==> src/rtl/seg7_scan_driver_if.sv <==
// Bundle of display-side signals between the controller and seg7_scan_driver.
// The controller (master) supplies value/dp/blank_mask/load; the driver
// (slave) returns the pin-level segment, decimal-point and anode drives.
interface seg7_scan_driver_if #(
  parameter int DIGITS = 4
);
  logic [4*DIGITS-1:0] value;
  logic [DIGITS-1:0]   dp;
  logic [DIGITS-1:0]   blank_mask;
  logic                load;
  logic [6:0]          seg;
  logic                dp_out;
  logic [DIGITS-1:0]   an;
  logic                frame_done;

  modport master (
    output value, dp, blank_mask, load,
    input  seg, dp_out, an, frame_done
  );

  modport slave (
    input  value, dp, blank_mask, load,
    output seg, dp_out, an, frame_done
  );
endinterface

==> src/rtl/seg7_scan_driver.sv <==
// Time-multiplexed common-anode 7-segment scan driver.
// A prescaler splits time into DIV-cycle slots; each slot lights one digit
// after BLANK dark cycles (anti-ghosting). New display contents are staged in
// a pending register and only committed at a frame boundary, so a digit never
// changes mid-scan. All pin outputs are registered (1 cycle latency).
// Optional feature: define SEG7_LEADING_ZERO_BLANK_EN to darken leading zeros.
module seg7_scan_driver #(
  parameter int DIGITS = 4,
  parameter int DIV    = 50000,
  parameter int BLANK  = 16
) (
  input  logic               clk,
  input  logic               rst,
  seg7_scan_driver_if.slave  bus
);

  localparam int CNT_W = $clog2(DIV);
  localparam int IDX_W = (DIGITS > 1) ? $clog2(DIGITS) : 1;

  // Active-low {g,f,e,d,c,b,a} pattern for one hex nibble.
  function automatic logic [6:0] hex_to_seg(input logic [3:0] nib);
    case (nib)
      4'h0: hex_to_seg = 7'h40;
      4'h1: hex_to_seg = 7'h79;
      4'h2: hex_to_seg = 7'h24;
      4'h3: hex_to_seg = 7'h30;
      4'h4: hex_to_seg = 7'h19;
      4'h5: hex_to_seg = 7'h12;
      4'h6: hex_to_seg = 7'h02;
      4'h7: hex_to_seg = 7'h78;
      4'h8: hex_to_seg = 7'h00;
      4'h9: hex_to_seg = 7'h10;
      4'hA: hex_to_seg = 7'h08;
      4'hB: hex_to_seg = 7'h03;
      4'hC: hex_to_seg = 7'h46;
      4'hD: hex_to_seg = 7'h21;
      4'hE: hex_to_seg = 7'h06;
      default: hex_to_seg = 7'h0E;
    endcase
  endfunction

  logic [CNT_W-1:0]    cnt_q;
  logic [IDX_W-1:0]    idx_q;
  logic                pend_q;
  logic [4*DIGITS-1:0] pend_val_q;
  logic [DIGITS-1:0]   pend_dp_q;
  logic [DIGITS-1:0]   pend_bm_q;
  logic [4*DIGITS-1:0] disp_val_q;
  logic [DIGITS-1:0]   disp_dp_q;
  logic [DIGITS-1:0]   disp_bm_q;

  logic [6:0]          seg_q, seg_d;
  logic                dp_out_q, dp_out_d;
  logic [DIGITS-1:0]   an_q, an_d;
  logic                frame_done_q, frame_done_d;

  logic                slot_end;
  logic                boundary;
  logic [DIGITS-1:0]   lz_dark;
  logic [3:0]          cur_nib;
  logic                cur_dp;
  logic                cur_dark;
  logic                in_blank;

  assign slot_end = (cnt_q == CNT_W'(DIV - 1));
  assign boundary = slot_end && (idx_q == IDX_W'(DIGITS - 1));
  assign in_blank = (BLANK > 0) && (cnt_q < CNT_W'(BLANK));

  // Leading-zero suppression: digits above the top nonzero nibble go dark.
`ifdef SEG7_LEADING_ZERO_BLANK_EN
  logic zero_run;
  always_comb begin
    lz_dark  = '0;
    zero_run = 1'b1;
    for (int i = DIGITS - 1; i >= 1; i--) begin
      zero_run   = zero_run && (disp_val_q[i*4 +: 4] == 4'h0);
      lz_dark[i] = zero_run;
    end
  end
`else
  assign lz_dark = '0;
`endif

  // Select the current digit and form the next registered pin values.
  always_comb begin
    cur_nib  = 4'h0;
    cur_dp   = 1'b0;
    cur_dark = 1'b0;
    for (int i = 0; i < DIGITS; i++) begin
      if (idx_q == IDX_W'(i)) begin
        cur_nib  = disp_val_q[i*4 +: 4];
        cur_dp   = disp_dp_q[i];
        cur_dark = disp_bm_q[i] | lz_dark[i];
      end
    end
    seg_d        = cur_dark ? 7'h7F : hex_to_seg(cur_nib);
    dp_out_d     = cur_dark ? 1'b1 : ~cur_dp;
    an_d         = in_blank ? '1 : ~(DIGITS'(1) << idx_q);
    frame_done_d = boundary;
  end

  // Prescaler and digit index: one slot per DIV cycles, wrapping per frame.
  always_ff @(posedge clk or posedge rst) begin
    if (rst) begin
      cnt_q <= '0;
      idx_q <= '0;
    end else if (slot_end) begin
      cnt_q <= '0;
      idx_q <= (idx_q == IDX_W'(DIGITS - 1)) ? '0 : idx_q + IDX_W'(1);
    end else begin
      cnt_q <= cnt_q + CNT_W'(1);
    end
  end

  // Load staging and frame-synchronous commit to the display register.
  always_ff @(posedge clk or posedge rst) begin
    if (rst) begin
      pend_q     <= 1'b0;
      pend_val_q <= '0;
      pend_dp_q  <= '0;
      pend_bm_q  <= '0;
      disp_val_q <= '0;
      disp_dp_q  <= '0;
      disp_bm_q  <= '0;
    end else begin
      if (bus.load) begin
        pend_val_q <= bus.value;
        pend_dp_q  <= bus.dp;
        pend_bm_q  <= bus.blank_mask;
      end
      if (boundary) begin
        // A load on the boundary bypasses the pending stage entirely.
        if (bus.load) begin
          disp_val_q <= bus.value;
          disp_dp_q  <= bus.dp;
          disp_bm_q  <= bus.blank_mask;
        end else if (pend_q) begin
          disp_val_q <= pend_val_q;
          disp_dp_q  <= pend_dp_q;
          disp_bm_q  <= pend_bm_q;
        end
        pend_q <= 1'b0;
      end else if (bus.load) begin
        pend_q <= 1'b1;
      end
    end
  end

  // Registered pin drivers; reset forces the display fully dark.
  always_ff @(posedge clk or posedge rst) begin
    if (rst) begin
      seg_q        <= 7'h7F;
      dp_out_q     <= 1'b1;
      an_q         <= '1;
      frame_done_q <= 1'b0;
    end else begin
      seg_q        <= seg_d;
      dp_out_q     <= dp_out_d;
      an_q         <= an_d;
      frame_done_q <= frame_done_d;
    end
  end

  assign bus.seg        = seg_q;
  assign bus.dp_out     = dp_out_q;
  assign bus.an         = an_q;
  assign bus.frame_done = frame_done_q;

endmodule

==> src/flat_wrapper.sv <==
// flat-port wrapper written by rule: the top's interface ports become plain ports
module seg7_scan_driver_flat 
#(
  parameter int DIGITS = 4,
  parameter int DIV    = 50000,
  parameter int BLANK  = 16
)
  (clk, rst, bus_value, bus_dp, bus_blank_mask, bus_load, bus_seg, bus_dp_out, bus_an, bus_frame_done);
  seg7_scan_driver_if #(.DIGITS(DIGITS)) bus_i ();
  input  logic clk;
  input  logic rst;
  input wire logic [$bits(bus_i.value)-1:0] bus_value;
  input wire logic [$bits(bus_i.dp)-1:0] bus_dp;
  input wire logic [$bits(bus_i.blank_mask)-1:0] bus_blank_mask;
  input wire logic [$bits(bus_i.load)-1:0] bus_load;
  output wire logic [$bits(bus_i.seg)-1:0] bus_seg;
  output wire logic [$bits(bus_i.dp_out)-1:0] bus_dp_out;
  output wire logic [$bits(bus_i.an)-1:0] bus_an;
  output wire logic [$bits(bus_i.frame_done)-1:0] bus_frame_done;
  assign bus_i.value = bus_value;
  assign bus_i.dp = bus_dp;
  assign bus_i.blank_mask = bus_blank_mask;
  assign bus_i.load = bus_load;
  assign bus_seg = bus_i.seg;
  assign bus_dp_out = bus_i.dp_out;
  assign bus_an = bus_i.an;
  assign bus_frame_done = bus_i.frame_done;
  seg7_scan_driver #(.DIGITS(DIGITS), .DIV(DIV), .BLANK(BLANK)) u_core (.clk(clk), .rst(rst), .bus(bus_i));
endmodule
==> config.mk <==
export PLATFORM = sky130hd
export DESIGN_NAME = seg7_scan_driver_flat
export DESIGN_NICKNAME = d
export VERILOG_FILES = /design/src/rtl/seg7_scan_driver_if.sv /design/src/rtl/seg7_scan_driver.sv /design/src/flat_wrapper.sv
export SDC_FILE = /design/constraint.sdc
export NUM_CORES = 1
export LEC_CHECK = 0
export ABC_AREA = 0
export BUFFER_PORTS_ARGS = -buffer_cell sky130_fd_sc_hd__buf_2
export CAP_MARGIN = 20
export CORE_MARGIN = 8
export CORE_UTILIZATION = 45
export DETAILED_ROUTE_END_ITERATION = 8
export PLACE_DENSITY = 0.71
export SLEW_MARGIN = 30
export SYNTH_ARGS = -nofsm -noshare
export SYNTH_HDL_FRONTEND = slang
export SYNTH_SLANG_ARGS = --single-unit
==> constraint.sdc <==
create_clock -name clk -period 7 [get_ports clk]
set_input_delay 1.05 -clock clk [delete_from_list [all_inputs] [get_ports clk]]
set_output_delay 1.05 -clock clk [all_outputs]
set_load 0.03 [all_outputs]
Yosys cells after proc, flatten, opt, wreduce, memory -nomap -nowiden
Memories as Yosys holds them, arrays and structs flattened.
Cells that the tools add are included.
{ "totals": {"romBits": 112, "reg_bits": 80, "n_memories": 1, "in_bits": 27, "output_inout_bits": 13} }
{ "classes": {"n_reduce_logical": 5, "shift": 1, "bitwise_logic": 2, "magnitude_cmp": 1, "n_addsub": 2, "muxes": 25, "eq_ne": 4} }
{ "memory_table": {"columns": ["name", "words", "word_bits", "read_ports", "rd_ports_with_merged_regs", "write_ports", "line_no", "rtl"], "rows": [
  ["(no name shown)", 16, 7, 1, 0, 0, "seg7_scan_driver.sv:22", "case (nib)"]
]} }
{ "op_table": {"columns": ["op", "n"], "rows": [
  ["16-bit 2-to-1 mux", 3],
  ["4-bit 2-to-1 mux", 9],
  ["16-bit by 1-bit adder with 16-bit output, second input constant", 1],
  ["16-bit equality test, second input constant", 1],
  ["16-bit by 5-bit less-than comparator with 1-bit output, second input constant", 1],
  ["1-bit 2-to-1 mux", 11],
  ["7-bit 2-to-1 mux", 1],
  ["2-bit equality test, second input constant", 2],
  ["4-bit inverter", 1],
  ["2-bit nonzero test", 2],
  ["1-bit by 2-bit left shift with 4-bit output, first input constant", 1],
  ["2-bit by 1-bit adder with 2-bit output, second input constant", 1],
  ["2-bit by 1-bit equality test with 1-bit output, second input constant", 1],
  ["2-bit logical NOT", 1],
  ["2-bit 2-to-1 mux", 1],
  ["2-bit AND reduction", 1],
  ["1-bit logical AND", 1],
  ["1-bit inverter", 1]
]} }

Longest topological paths before layout
{ "depth": {"ltp_word": 7, "depth_mapped": 12, "ltp_nobuf": 11} }

Least setup slack after synthesis
Ideal clock, no wire load.
{ "synth_timing": {"kind": "flip-flop to flip-flop", "from": "reg u_core.cnt_q[12]", "to": "reg u_core.disp_bm_q[0]", "path_buffers": 2, "setup_time_ns": 0.125, "arrival_time_ns": 2.237, "required_time_ns": 6.875, "path_slack_ns": 4.638, "period_less_slack_ns": 2.362, "path_stages_with_launch": 8, "cell_sequence": "dfrtp_1 nor4_2 nand2_1 or4_1 or3_1 buf_6 buf_12 mux2_4"} }
{ "synth_via": {"elab_chain_cells": 3} }
{ "synth_lines": {"columns": ["element", "line_no", "rtl"], "rows": [
  ["from (decl)", "seg7_scan_driver.sv:42", "logic [CNT_W-1:0] cnt_q;"],
  ["from (signal assigned)", "seg7_scan_driver.sv:111", "cnt_q <= cnt_q + CNT_W'(1);"],
  ["16-bit equality test", "seg7_scan_driver.sv:65", "assign slot_end = (cnt_q == CNT_W'(DIV - 1));"],
  ["1-bit logical AND", "seg7_scan_driver.sv:66", "assign boundary = slot_end && (idx_q == IDX_W'(DIGITS - 1));"],
  ["2-bit AND reduction (no source line)", null, null],
  ["to (signal assigned)", "seg7_scan_driver.sv:136", "disp_bm_q <= bus.blank_mask;"],
  ["to (signal assigned)", "seg7_scan_driver.sv:140", "disp_bm_q <= pend_bm_q;"],
  ["to (decl)", "seg7_scan_driver.sv:50", "logic [DIGITS-1:0] disp_bm_q;"]
]} }
No other way between the ends.
A chain may end at the register's enable or synchronous reset.

Worst setup path in the final report
{ "layout_timing": {"from": "reg u_core.idx_q[0]", "to": "reg u_core.seg_q[3], in the netlist u_core.bus.seg[3]"} }
{ "layout_via": {"elab_chain_cells": 7, "word_cells_on_any_way": 14, "cone_classes": "eq/ne: 3; mux: 9; reduce/logical: 1; memory: 1"} }
{ "layout_lines": {"columns": ["element", "line_no", "rtl"], "rows": [
  ["from (decl)", "seg7_scan_driver.sv:43", "logic [IDX_W-1:0] idx_q;"],
  ["from (signal assigned)", "seg7_scan_driver.sv:109", "idx_q <= (idx_q == IDX_W'(DIGITS - 1)) ? '0 : idx_q + IDX_W'(1);"],
  ["2-bit logical NOT", "seg7_scan_driver.sv:90", "if (idx_q == IDX_W'(i)) begin"],
  ["4-bit 2-to-1 mux (4 in series)", "seg7_scan_driver.sv:90", null],
  ["memory read 16 x 7 bit", null, null],
  ["7-bit 2-to-1 mux *", "seg7_scan_driver.sv:96", "seg_d = cur_dark ? 7'h7F : hex_to_seg(cur_nib);"],
  ["net u_core.seg_d[3]", "seg7_scan_driver.sv:52", "logic [6:0] seg_q, seg_d;"],
  ["to (signal assigned)", "seg7_scan_driver.sv:157", "seg_q <= seg_d;"],
  ["to (decl)", "seg7_scan_driver.sv:52", null]
]} }
Mark *: on every way through the listed nets, which the timed path passes. The rest lies on a longest branch.

==> flow_summary.ini <==
[yosys]
synthCells = 280
syn_avg_cell_area_sq_um = 13.0
synth-seq-area-share_pct = 55.3
synth-seq-cells = 80
ys_top_cells_by_area = dfrtp_1 47%, dfstp_2 8.6%, mux2_2 8.6%, mux2_4 8.2%, ha_1 3.8%
synth.distinct_cells = 41
synth_area_leader_cell = dfrtp_1
synth_flop_cell = dfrtp_1
async_reset_ff_share_pct = 100
synth-edff-count = 0
synth_warnings = 0
syn-num-nets = 318
yosysTopAreaCellShare_pct = 46.7
netlist_area_sq_mm = 0.00365

[routing]
vias = 2213
first_pass_iters = 4
ant_nets = 0
viasPerCell = 5.12
drt_iter0_drc = 67
wl_per_cell_um = 15.4
routed_wl_um = 6660
drc = 0

[placed_design]
place_congestion = 0.798
place_area_sq_mm = 0.00390
port_buffers = 39
hpwl_um = 4710
dp_cells = 416

[critical_path]
cp-end-kind = register
crit_buf_inv = 2
rr_startpoint = u_core.idx_q[0]
slowest_delay_ps = 500
critPathKind = reg -> reg
crit_slowest_cell = a21oi_1
r2r_slack_ps = 4310
worst_ep_arrival_time_ps = 2940
path_delay_family = compound AO/OA/AOI/OAI gates
cp_max_fo = 6
r2r-end = u_core.bus.seg[3]
crit_chain = inv_1 > ha_1 > nor2b_1 > a22oi_1 > a21oi_1 > inv_1 > ha_1 > nor2_1 > a211oi_1 > o21ai_0
reg2reg_depth = 10
cp.depth = 10
required_ps = 7250
crit_path_start_kind = register

[worst_hold_path]
hp-class = reg -> reg
hold_end = u_core.pend_q
hold_depth = 2
hp-start = u_core.pend_q

[cts]
ctsResizeCount = 0
root_buffer = clkbuf_8
cts_hold_buf = 0
htreeDepth = 3
clockBufferDepth = 2
numCtsBuffers = 9
cts_setup_buffers = 0
cts_tree = done
clock_latency_ps = 360
path_clk_slew_ps = 80
clkSinkCount = 80

[global_route]
grt_pass1_wl_um = 11400
grt_pass1_vias = 2394
grt_overflow = 0
antenna_found_initial = 0
grt_usage_pct = 12.7
grt_max_degree = 81

[cells_and_area]
fin_util_pct = 51.0
layout-drive-gt1-share_pct = 37.3
final_common_cell = dfrtp_1
diodes = 0
finalNonFillerCells = 432
final_nets = 360
fillers = 719
layout_common_cells = 68 x dfrtp_1, 39 x buf_2, 28 x mux2_2
syn2layout_area_growth_pct = 12.5
final_cell_area_sq_mm = 0.00410

[floorplanning]
core_area_sq_mm = 0.00805
num_io_pins = 40
die_y_um = 106
num_rows = 33
start_util_pct = 45.3
fp.dieW_um = 106
dieArea_sq_mm = 0.0112

[sta]
report.final.slew_viol_count = 0
post-route-period-util_pct = 38.5
tns_ps = 0
hold_violations = 0
finalSetupViolations = 0
max_freq_mhz = 371
rsz0062_at_grt = no
max_slew.worst_pin.slew_ps = 766
period_minus_slack_ps = 2690
worst_clock_skew_ps = 10.1
worst_slew_margin_rel_pct = 48.6

[run_status]
status = finished, final reports clean

[job]
drv_cap = 0

[pwr]
irDropWorstVdd_v = 0.000113
power_density_mw_per_mm2 = 220
leakage_nw = 1.92
[cell usage after synthesis (3+ instances only)]
cell / count
mux2_4: 20
nand3b_1: 3
ha_1: 11
o21ai_0: 3
clkbuf_1: 5
dfstp_2: 12
nand4_1: 5
mux2_2: 28
nand3_1: 6
mux2i_1: 3
nand2_1: 19
o221ai_1: 5
xor2_1: 9
inv_1: 11
a21oi_1: 5
o22ai_1: 3
xnor2_1: 5
nand2b_1: 3
dfrtp_1: 68
nor2_1: 16
nor4_1: 3
and4_1: 3
a211oi_1: 4
nor2b_1: 5
[cell families (layout without fill, tap and decap cells)]
logic type               after synthesis  after routing  share of synthesized area [%]
flip-flops                            80             80                           55.3
XOR/XNOR                              14             14                           3.36
buffers and inverters                 22             69                           3.77
AO/OA/AOI/OAI                         28             28                           5.42
adder cells (fa/ha/maj)               11             11                           3.77
multiplexers                          51             51                           17.7
AND/OR/NAND/NOR                       74             74                           10.6
[worst register-to-register path: stages (launching register included)]
cell and delay (ps):
dfrtp_1 400, inv_1 120, ha_1 260, nor2b_1 270, a22oi_1 110, a21oi_1 500
inv_1 170, ha_1 350, nor2_1 50, a211oi_1 230, o21ai_0 130
[power breakdown]
part           internal (W)  switching [W]   total, W
combinational     0.0000329      0.0000402  0.0000731
clock              0.000164       0.000171   0.000336
sequential         0.000487     0.00000733   0.000495
total              0.000685       0.000219   0.000904
[worst max path at each step]
stage / from / end / slack (ps)
6_report: u_core.idx_q[0] / u_core.bus.seg[3] / 4310
4_1_cts: u_core.idx_q[0] / u_core.bus.seg[3] / 4350
3_3_place_gp: bus_load / u_core.disp_val_q[4] / 4330
2_1_floorplan: rst / u_core.bus.frame_done / 3920
5_1_grt: u_core.idx_q[0] / u_core.bus.seg[3] / 4040
3_5_place_dp: bus_load / u_core.disp_dp_q[0] / 4240
[through the flow]
stage          hold slack [ps]  worst slack, ps  total power (W)
2_1_floorplan              443             3920         0.000555
3_3_place_gp               461             4330         0.000575
3_5_place_dp               470             4240         0.000578
4_1_cts                    490             4350         0.000916
5_1_grt                    519             4040         0.000941
6_report                   484             4310         0.000904
[registers in the layout, summed over array words and instances (netlist names)]
signal	count
u_core.cnt_q	16
u_core.disp_val_q	16
u_core.pend_val_q	16
u_core.bus.seg	7
u_core.bus.an	4
u_core.disp_bm_q	4
u_core.disp_dp_q	4
u_core.pend_bm_q	4
u_core.pend_dp_q	4
u_core.idx_q	2
u_core.bus.dp_out	1
u_core.bus.frame_done	1
u_core.pend_q	1
[metal layers]
| layer | routed length [um] | up-vias | track usage [%] |
|---|---|---|---|
| li1 | - | 1072 | - |
| met1 | 2910 | 1097 | 14.9 |
| met2 | 3350 | 33 | 21.2 |
| met3 | 293 | 11 | 3.99 |
| met4 | 106 | 0 | 5.23 |
| met5 | 0 | - | 0 |
[layout make-up]
class / count / area (sq um) / share of cell area, %
inverter: 11 / 41.3 / 1.01
tap: 105 / 131 / 3.20
timing repair buffer: 42 / 221 / 5.40
multi-input combinational: 178 / 1500 / 36.5
sequential: 80 / 2020 / 49.2
clock inverter: 7 / 71.3 / 1.74
clock buffer: 9 / 124 / 3.02
No activity file was read; power rests on OpenSTA's default activity.
